### src/rtl/regfile_wq_pkg.sv
// Shared constants and types for the register-bank write queue.
// Optional feature macro: REGFILE_WRITE_QUEUE_BYPASS_EN (youngest-match forwarding data).
package regfile_wq_pkg;

    localparam int unsigned NB_BITS         = 32;
    localparam int unsigned NB_BITS_ADDRESS = 5;
    localparam int unsigned FIFO_DEPTH      = 4;

    // Queue entry layout at the default widths. Modules parameterised away from the
    // defaults declare a local copy with the same field names and order.
    typedef struct packed {
        logic [NB_BITS_ADDRESS-1:0] add;
        logic [NB_BITS-1:0]         data;
    } wq_entry_t;

    // Pointer width for a power-of-two depth; pointers wrap by natural overflow.
    function automatic int unsigned wq_ptr_w(input int unsigned depth);
        return (depth > 1) ? $clog2(depth) : 1;
    endfunction

endpackage

### src/rtl/wq_match_unit.sv
// Scans the occupied queue entries for one decode-stage source register.
// Produces the pending bit and, with REGFILE_WRITE_QUEUE_BYPASS_EN defined, the data of
// the youngest matching entry.
module wq_match_unit
    import regfile_wq_pkg::*;
#(
`ifdef REGFILE_WRITE_QUEUE_BYPASS_EN
    parameter int unsigned nb_bits         = NB_BITS,
`endif
    parameter int unsigned nb_bits_address = NB_BITS_ADDRESS,
    parameter int unsigned fifo_depth      = FIFO_DEPTH
) (
    input  logic [nb_bits_address-1:0]    rs_add_i,
    input  logic [wq_ptr_w(fifo_depth)-1:0] rd_ptr_i,
    input  logic [wq_ptr_w(fifo_depth):0]   count_i,
    input  logic [nb_bits_address-1:0]    ent_add_i [fifo_depth],
`ifdef REGFILE_WRITE_QUEUE_BYPASS_EN
    input  logic [nb_bits-1:0]            ent_data_i [fifo_depth],
    output logic [nb_bits-1:0]            fwd_data_o,
`endif
    output logic                          pending_o
);

    localparam int unsigned PtrW = wq_ptr_w(fifo_depth);
    localparam int unsigned CntW = PtrW + 1;

    logic [PtrW-1:0] idx;

    // Walk entries oldest to youngest so the last match seen is the youngest one.
    always_comb begin
        pending_o = 1'b0;
        idx       = '0;
`ifdef REGFILE_WRITE_QUEUE_BYPASS_EN
        fwd_data_o = '0;
`endif
        for (int unsigned k = 0; k < fifo_depth; k++) begin
            idx = rd_ptr_i + PtrW'(k);
            if ((CntW'(k) < count_i) && (rs_add_i != '0) && (ent_add_i[idx] == rs_add_i)) begin
                pending_o = 1'b1;
`ifdef REGFILE_WRITE_QUEUE_BYPASS_EN
                fwd_data_o = ent_data_i[idx];
`endif
            end
        end
    end

endmodule

### src/rtl/regfile_write_queue.sv
// Writer-side front end of the integer register bank: buffers writeback requests in a
// small FIFO, drains one entry per cycle into the bank write port and flags source
// registers that still have an uncommitted write queued.
// Optional feature macro: REGFILE_WRITE_QUEUE_BYPASS_EN adds rs1/rs2 forwarding data.
module regfile_write_queue
    import regfile_wq_pkg::*;
#(
    parameter int unsigned nb_bits         = NB_BITS,
    parameter int unsigned nb_bits_address = NB_BITS_ADDRESS,
    parameter int unsigned fifo_depth      = FIFO_DEPTH
) (
    input  logic                       clk_i,
    input  logic                       rst_i,
    input  logic                       wb_valid_i,
    output logic                       wb_ready_o,
    input  logic [nb_bits_address-1:0] wb_add_i,
    input  logic [nb_bits-1:0]         wb_data_i,
    input  logic                       hold_i,
    output logic                       write_enable_o,
    output logic [nb_bits_address-1:0] rd_add_o,
    output logic [nb_bits-1:0]         rd_data_o,
    input  logic [nb_bits_address-1:0] rs1_add_i,
    input  logic [nb_bits_address-1:0] rs2_add_i,
    output logic                       rs1_pending_o,
    output logic                       rs2_pending_o,
    output logic                       empty_o,
    output logic                       full_o
`ifdef REGFILE_WRITE_QUEUE_BYPASS_EN
    ,
    output logic [nb_bits-1:0]         rs1_fwd_data_o,
    output logic [nb_bits-1:0]         rs2_fwd_data_o
`endif
);

    localparam int unsigned PtrW = wq_ptr_w(fifo_depth);
    localparam int unsigned CntW = PtrW + 1;

    typedef struct packed {
        logic [nb_bits_address-1:0] add;
        logic [nb_bits-1:0]         data;
    } entry_t;

    entry_t          mem_q [fifo_depth];
    entry_t          mem_d [fifo_depth];
    logic [PtrW-1:0] wr_ptr_q, wr_ptr_d;
    logic [PtrW-1:0] rd_ptr_q, rd_ptr_d;
    logic [CntW-1:0] count_q, count_d;

    logic push;
    logic pop;
    logic empty;
    logic full;

    logic [nb_bits_address-1:0] ent_add [fifo_depth];
`ifdef REGFILE_WRITE_QUEUE_BYPASS_EN
    logic [nb_bits-1:0]         ent_data [fifo_depth];
`endif

    // Queue status, handshake and bank write port.
    always_comb begin
        empty          = (count_q == '0);
        full           = (count_q == CntW'(fifo_depth));
        empty_o        = empty;
        full_o         = full;
        wb_ready_o     = !full;
        // Writes to x0 complete the handshake but are never enqueued.
        push           = wb_valid_i && !full && (wb_add_i != '0);
        pop            = !empty && !hold_i;
        write_enable_o = pop;
        rd_add_o       = empty ? '0 : mem_q[rd_ptr_q].add;
        rd_data_o      = empty ? '0 : mem_q[rd_ptr_q].data;
    end

    // Next-state for storage, pointers and occupancy.
    always_comb begin
        mem_d    = mem_q;
        wr_ptr_d = wr_ptr_q;
        rd_ptr_d = rd_ptr_q;
        count_d  = count_q;
        if (push) begin
            mem_d[wr_ptr_q] = '{add: wb_add_i, data: wb_data_i};
            wr_ptr_d        = wr_ptr_q + PtrW'(1);
        end
        if (pop) begin
            rd_ptr_d = rd_ptr_q + PtrW'(1);
        end
        case ({push, pop})
            2'b10:   count_d = count_q + CntW'(1);
            2'b01:   count_d = count_q - CntW'(1);
            default: count_d = count_q;
        endcase
    end

    // State registers; reset discards every queued write.
    always_ff @(posedge clk_i or negedge rst_i) begin
        if (!rst_i) begin
            for (int i = 0; i < int'(fifo_depth); i++) begin
                mem_q[i] <= '0;
            end
            wr_ptr_q <= '0;
            rd_ptr_q <= '0;
            count_q  <= '0;
        end else begin
            mem_q    <= mem_d;
            wr_ptr_q <= wr_ptr_d;
            rd_ptr_q <= rd_ptr_d;
            count_q  <= count_d;
        end
    end

    // Split storage into flat arrays for the match units.
    always_comb begin
        for (int i = 0; i < int'(fifo_depth); i++) begin
            ent_add[i] = mem_q[i].add;
`ifdef REGFILE_WRITE_QUEUE_BYPASS_EN
            ent_data[i] = mem_q[i].data;
`endif
        end
    end

    wq_match_unit #(
`ifdef REGFILE_WRITE_QUEUE_BYPASS_EN
        .nb_bits         (nb_bits),
`endif
        .nb_bits_address (nb_bits_address),
        .fifo_depth      (fifo_depth)
    ) u_match_rs1 (
        .rs_add_i   (rs1_add_i),
        .rd_ptr_i   (rd_ptr_q),
        .count_i    (count_q),
        .ent_add_i  (ent_add),
`ifdef REGFILE_WRITE_QUEUE_BYPASS_EN
        .ent_data_i (ent_data),
        .fwd_data_o (rs1_fwd_data_o),
`endif
        .pending_o  (rs1_pending_o)
    );

    wq_match_unit #(
`ifdef REGFILE_WRITE_QUEUE_BYPASS_EN
        .nb_bits         (nb_bits),
`endif
        .nb_bits_address (nb_bits_address),
        .fifo_depth      (fifo_depth)
    ) u_match_rs2 (
        .rs_add_i   (rs2_add_i),
        .rd_ptr_i   (rd_ptr_q),
        .count_i    (count_q),
        .ent_add_i  (ent_add),
`ifdef REGFILE_WRITE_QUEUE_BYPASS_EN
        .ent_data_i (ent_data),
        .fwd_data_o (rs2_fwd_data_o),
`endif
        .pending_o  (rs2_pending_o)
    );

endmodule

### config.mk
export PLATFORM = sky130hd
export DESIGN_NAME = regfile_write_queue
export DESIGN_NICKNAME = d
export VERILOG_FILES = /design/src/rtl/regfile_wq_pkg.sv /design/src/rtl/wq_match_unit.sv /design/src/rtl/regfile_write_queue.sv
export SDC_FILE = /design/constraint.sdc
export NUM_CORES = 1
export LEC_CHECK = 0
export ABC_AREA = 1
export CORE_ASPECT_RATIO = 1.75
export CORE_UTILIZATION = 56
export CTS_CLUSTER_SIZE = 40
export DETAILED_ROUTE_END_ITERATION = 8
export HOLD_SLACK_MARGIN = 0.05
export PLACE_DENSITY_LB_ADDON = 0.1
export SYNTH_ARGS = -nofsm -noshare
export SYNTH_HDL_FRONTEND = slang
export SYNTH_SLANG_ARGS = --single-unit
### constraint.sdc
create_clock -name clk_i -period 3.9 [get_ports clk_i]
set_clock_uncertainty 0.05 [all_clocks]
set_input_delay 0.39 -clock clk_i [delete_from_list [all_inputs] [get_ports clk_i]]
set_output_delay 0.39 -clock clk_i [all_outputs]
set_load 0.05 [all_outputs]
# After elaboration in Yosys (flattened, before gate mapping)
# Index checks and enable logic that the tools add are counted.
[classes]
n_mux = 29
n_eq_ne = 11
n_lt_le_gt_ge = 10
reduce_logical = 28
addsub = 6
bitwise_logic = 5
[op_table]
columns = ["cell", "n"]
rows = [
  ["bitwise mux 148 bit", 1],
  ["two-way mux 37 bit", 3],
  ["binary-select mux 37 bit (select 2 bit)", 1],
  ["demux 37 bit (select 2 bit)", 1],
  ["two-way mux 5 bit", 9],
  ["binary-select mux 5 bit (select 2 bit)", 4],
  ["equality test 5 bit", 8],
  ["two-way mux 32 bit", 1],
  ["logical AND 1 bit", 20],
  ["greater-or-equal comparator 3 bit (second input constant)", 5],
  ["inverter 2 -> 3 bit", 5],
  ["nonzero test 5 bit", 3],
  ["two-way mux 1 bit", 8],
  ["less-than comparator 1 x 3 -> 1 bit (first input constant)", 2],
  ["less-than comparator 2 x 3 -> 1 bit (first input constant)", 2],
  ["case mux 3 bit (2 select lines)", 1],
  ["adder 2 x 1 -> 2 bit (second input constant)", 2],
  ["adder 2 bit (second input constant)", 2],
  ["adder 3 x 1 -> 3 bit (second input constant)", 1],
  ["equality test 3 bit (second input constant)", 1],
  ["logical NOT 1 bit", 3],
  ["logical NOT 3 bit", 1],
  ["less-than comparator 3 x 1 -> 1 bit (second input constant)", 1],
  ["subtractor 3 x 1 -> 3 bit (second input constant)", 1],
  ["3 further kinds", 3],
]
[totals]
in_bits = 51
ff_bits = 155

# Logic depth before layout (Yosys ltp)
[logic_depth]
depth_word = 10
ltp_mapped = 13

# Hierarchy
# Synthesis repeated with hierarchy kept, for this count alone.
[hier_totals]
hier_cells = 1473
hier_area_um2 = 9814.4
[by_module_without_submodules]
columns = ["mod", "seq_area_each_um2", "instances", "area_each_um2", "cells_each"]
rows = [
  ["regfile_write_queue", 3878.7, 1, 7785.0, 999],
  ["wq_match_unit", 0.0, 2, 1014.7, 237],
]

# Worst setup path after synthesis
# OpenSTA, ideal clock, no wires.
[synth_timing]
path_type = "reg2out"
startpoint = "register count_q[0]"
endpoint = "output port rd_data_o[27]"
stages_incl_launch_ff = 7
required_ns = 3.460
t_arrival_ns = 2.112
setup_slack_ns = 1.348
cell_sequence = "dfrtp_1 inv_1 ha_1 nand2_1 inv_1 clkbuf_1 a31oi_1"
[synth_via]
elab_chain_len = 2
[synth_rtl]
columns = ["element", "line", "text"]
rows = [
  ["start: declaration", "regfile_write_queue.sv:47", "logic [CntW-1:0] count_q, count_d;"],
  ["start signal: assignment", "regfile_write_queue.sv:107", "count_q <= count_d;"],
  ["logical NOT 3 bit", "regfile_write_queue.sv:61", "empty = (count_q == '0);"],
  ["net empty_o", "regfile_write_queue.sv:26", "output logic empty_o,"],
  ["two-way mux 32 bit", "regfile_write_queue.sv:71", "rd_data_o = empty ? '0 : mem_q[rd_ptr_q].data;"],
  ["end: declaration", "regfile_write_queue.sv:21", "output logic [nb_bits-1:0] rd_data_o,"],
]
# The timed path passes the listed nets, and every way through them passes these cells.

# Final worst setup path
[layout_timing]
startpoint = "register rd_ptr_q[1]"
endpoint = "output port rd_add_o[3]"
[layout_via]
elab_chain_len = 5
[layout_rtl]
columns = ["element", "line", "text"]
rows = [
  ["start: declaration", "regfile_write_queue.sv:46", "logic [PtrW-1:0] rd_ptr_q, rd_ptr_d;"],
  ["start signal: assignment", "regfile_write_queue.sv:106", "rd_ptr_q <= rd_ptr_d;"],
  ["inverter 2 -> 3 bit (implied by the code)", "regfile_write_queue.sv:70", "rd_add_o = empty ? '0 : mem_q[rd_ptr_q].add;"],
  ["binary-select mux 37 bit (select 2 bit)", "regfile_write_queue.sv:70", ""],
  ["two-way mux 37 bit (2 in series)", "-", ""],
  ["two-way mux 5 bit", "regfile_write_queue.sv:70", ""],
  ["end: declaration", "regfile_write_queue.sv:20", "output logic [nb_bits_address-1:0] rd_add_o,"],
]
# Every way passes these cells. The select of a mux whose other input is x is not followed.

==> metrics.txt <==
# DRC 0; global-route wire length before repair 35700 µm; sequential-to-total area share from yosys stat 0.466; Slew Limit Fails 0; part of the cycle the worst path needs 0.822; Gate power share 0.588; Seq pwr share 0.260; Max Clock Freq 312 MHz; Sink Count 155; Max Cap Violations 0; CTS tree done; sw frac 0.482; fill count 1189; Post-CTS Setup Repair Bufs 0; core area 14400 µm²; fin util 0.703; initial antenna violation count 0; Hold Path Class input port to async pin; cts bufs inserted 17; wire per inst 16.1 µm; CP max FO 62; total gr overflow 0; RSZ-0062 raised after global routing false; Clock Tree Buf Depth 2; Syn Nets 1160; height of the die 163 µm; detailed placer's ending HPWL 14300 µm; Site Rows 58; vias 7691; hold buffer count at CTS 0; cell internal pwr 5.68 mW; syn avg cell area 7.57 µm²; FF-to-FF path depth 11; critical path capture point type primary output; Netlist Area Pre-Place 8330 µm²; CP Class register to primary output; layout cells sized above 1 0.0819; CP max stage delay 0.71 ns; H-tree depth 4; complex-gate fraction of the synthesized area 0.148; routed wire length 21800 µm; I/O pin count 94; CP max stage cell clkdlybuf4s50_1; Psw 5.28 mW; IO buf count 93; DR vias/cell 5.69; post_cts resized 0; synthesis-to-finish area growth 22.0%; Worst EP required 3.46 ns; vias in the first global route 7310; CTS root buffer clkbuf_16; DRT antenna net count 0; Critical Path AT 2.76 ns; Post-Synth Adder-Cell Area 0.0135; Final #Nets 1219; crit-path cells buf_4 -> nand3_1 -> nand2_1 -> nor2_1 -> clkdlybuf4s50_1; worst skew pair latency 0.42 ns; RD Place Congestion 0.980; FF+latch count, synth 155; area of the die 15400 µm²; # diodes 0; Yosys warnings 0; 1st-pass router iterations 5; Final setup violation count 0; Iter 0 DRT Violations 493; PD cells 1080 nW/µm²; Setup TNS 0 ns; starting density of the core 0.577; Synth Instances 1100; Clk pwr share 0.152; Post-Synth XOR/XNOR Area 0.00526; Leakage Power 4.98 nW; largest net degree at the start of global routing 109; Slew headroom 0.356; Yosys cell types 24; Die W 94.2 µm; All-Layer GR Usage 0.300; min Tclk post-route 3.20 ns; startpoint types register; Synth top area share 0.466; largest area contributor in the netlist dfrtp_1; final hold viol count 0; Clock Pin Slew Worst Setup and Hold Paths 0.07 ns; actual slew at the worst max-slew pin 0.966 ns; IR drop worst, VDD 0.000672 V; largest family of logic cells by synthesized area simple AND/OR/NAND/NOR gates; dominant cells by area after synthesis dfrtp_1 (47%), nand2_1 (16%), nand3_1 (9.0%), o21ai_0 (7.8%), inv_1 (4.0%); post-synthesis mux area share 0; status completed; simple-gate area share of the yosys netlist 0.273
==> worst paths after layout <==
| check | startpoint | end | slack [ns] |
|---|---|---|---|
| max | rd_ptr_q[1] | rd_add_o[3] | 0.70 |
| min | rst_i | mem_q[84] | 0.02 |
| max reg2reg | count_q[0] | mem_q[66] | 1.57 |
| min reg2reg | mem_q[49] | mem_q[49] | 0.44 |
| max in group asynchronous | rst_i | ent_add[16] | 2.80 |
| min in group clk_i | mem_q[49] | mem_q[49] | 0.44 |
==> cells by family after synthesis <==
logic type      Yosys count
fa+ha+maj                 9
xor+xnor                  5
flops                   155
compound gates          223
buf+inv                 159
simple gates            549
==> power groups by stage <==
stage | logic, mW | clock network, mW | registers [mW]
2_1_floorplan | 4.24 | 0 | 2.70
3_3_place_gp | 6.34 | 0 | 2.84
3_5_place_dp | 6.40 | 0 | 2.86
4_1_cts | 6.45 | 1.70 | 2.85
5_1_grt | 6.97 | 1.76 | 2.94
6_report | 6.44 | 1.67 | 2.85
==> cell usage after synthesis, drive strengths merged <==
| cell type | number |
|---|---|
| a21oi | 4 |
| a22oi | 32 |
| a31oi | 32 |
| and2 | 1 |
| buf | 49 |
| clkbuf | 18 |
| dfrtp | 155 |
| ha | 9 |
| inv | 92 |
| nand2 | 355 |
| nand3 | 149 |
| nor2 | 42 |
| nor2b | 1 |
| nor3 | 1 |
| o21ai | 155 |
| xnor2 | 2 |
| xor2 | 3 |
==> state kept, by name, indices dropped and copies added (netlist names) <==
| name | count |
|---|---|
| count_q | 3 |
| rd_ptr_q | 2 |
| wr_ptr_q | 2 |
| mem_q | 128 |
| ent_add | 20 |
==> critical path, delay by kind of cell, from the launching register on <==
kind,cells,cell delay (ns)
buffers and inverters,2,1.32
flip-flops,1,0.54
AND/OR/NAND/NOR,3,0.48
==> layout by cell type (no fill, tap or decap), drive strengths merged <==
cell type        n
a21oi            4
a22oi           32
a31oi           32
and2             1
buf             49
bufinv           1
clkbuf          18
clkdlybuf4s50   58
clkinv           1
dfrtp          155
ha               9
inv            104
nand2          355
nand3          149
nor2            42
nor2b            1
nor3             1
o21ai          155
xnor2            2
xor2             3
==> area by class of cell <==
cell class | instances | area, µm² | area share
Inverter | 92 | 345 | 0.0340
Multi-Input combinational cell | 786 | 3670 | 0.362
Clock inverter | 14 | 164 | 0.0161
Timing Repair Buffer | 107 | 1430 | 0.141
Sequential cell | 155 | 3880 | 0.382
Clock buffer | 18 | 439 | 0.0432
Tap cell | 180 | 225 | 0.0222
==> through the flow <==
step	hold slack (ns)	total power, mW	area (µm²)	worst slack [ns]	std cells
after global placement	0.415	9.18	9550	1.17	1320
after detailed placement	0.423	9.26	9550	1.13	1320
after floorplan	0.0444	6.95	8330	1.35	1100
after CTS	0.0697	11.0	10200	0.681	1352
final	0.0179	11.0	10200	0.696	1352
after global routing	0.0906	11.7	10200	0.412	1352
==> metal layers <==
metal | track usage | routed length, µm | share of wire
met1 | 0.364 | 8700 | 0.40
met2 | 0.517 | 11300 | 0.52
met3 | 0.0386 | 960 | 0.044
met4 | 0.148 | 823 | 0.038
met5 | 0 | 0 | 0
Power figures use the tool's default switching activity.
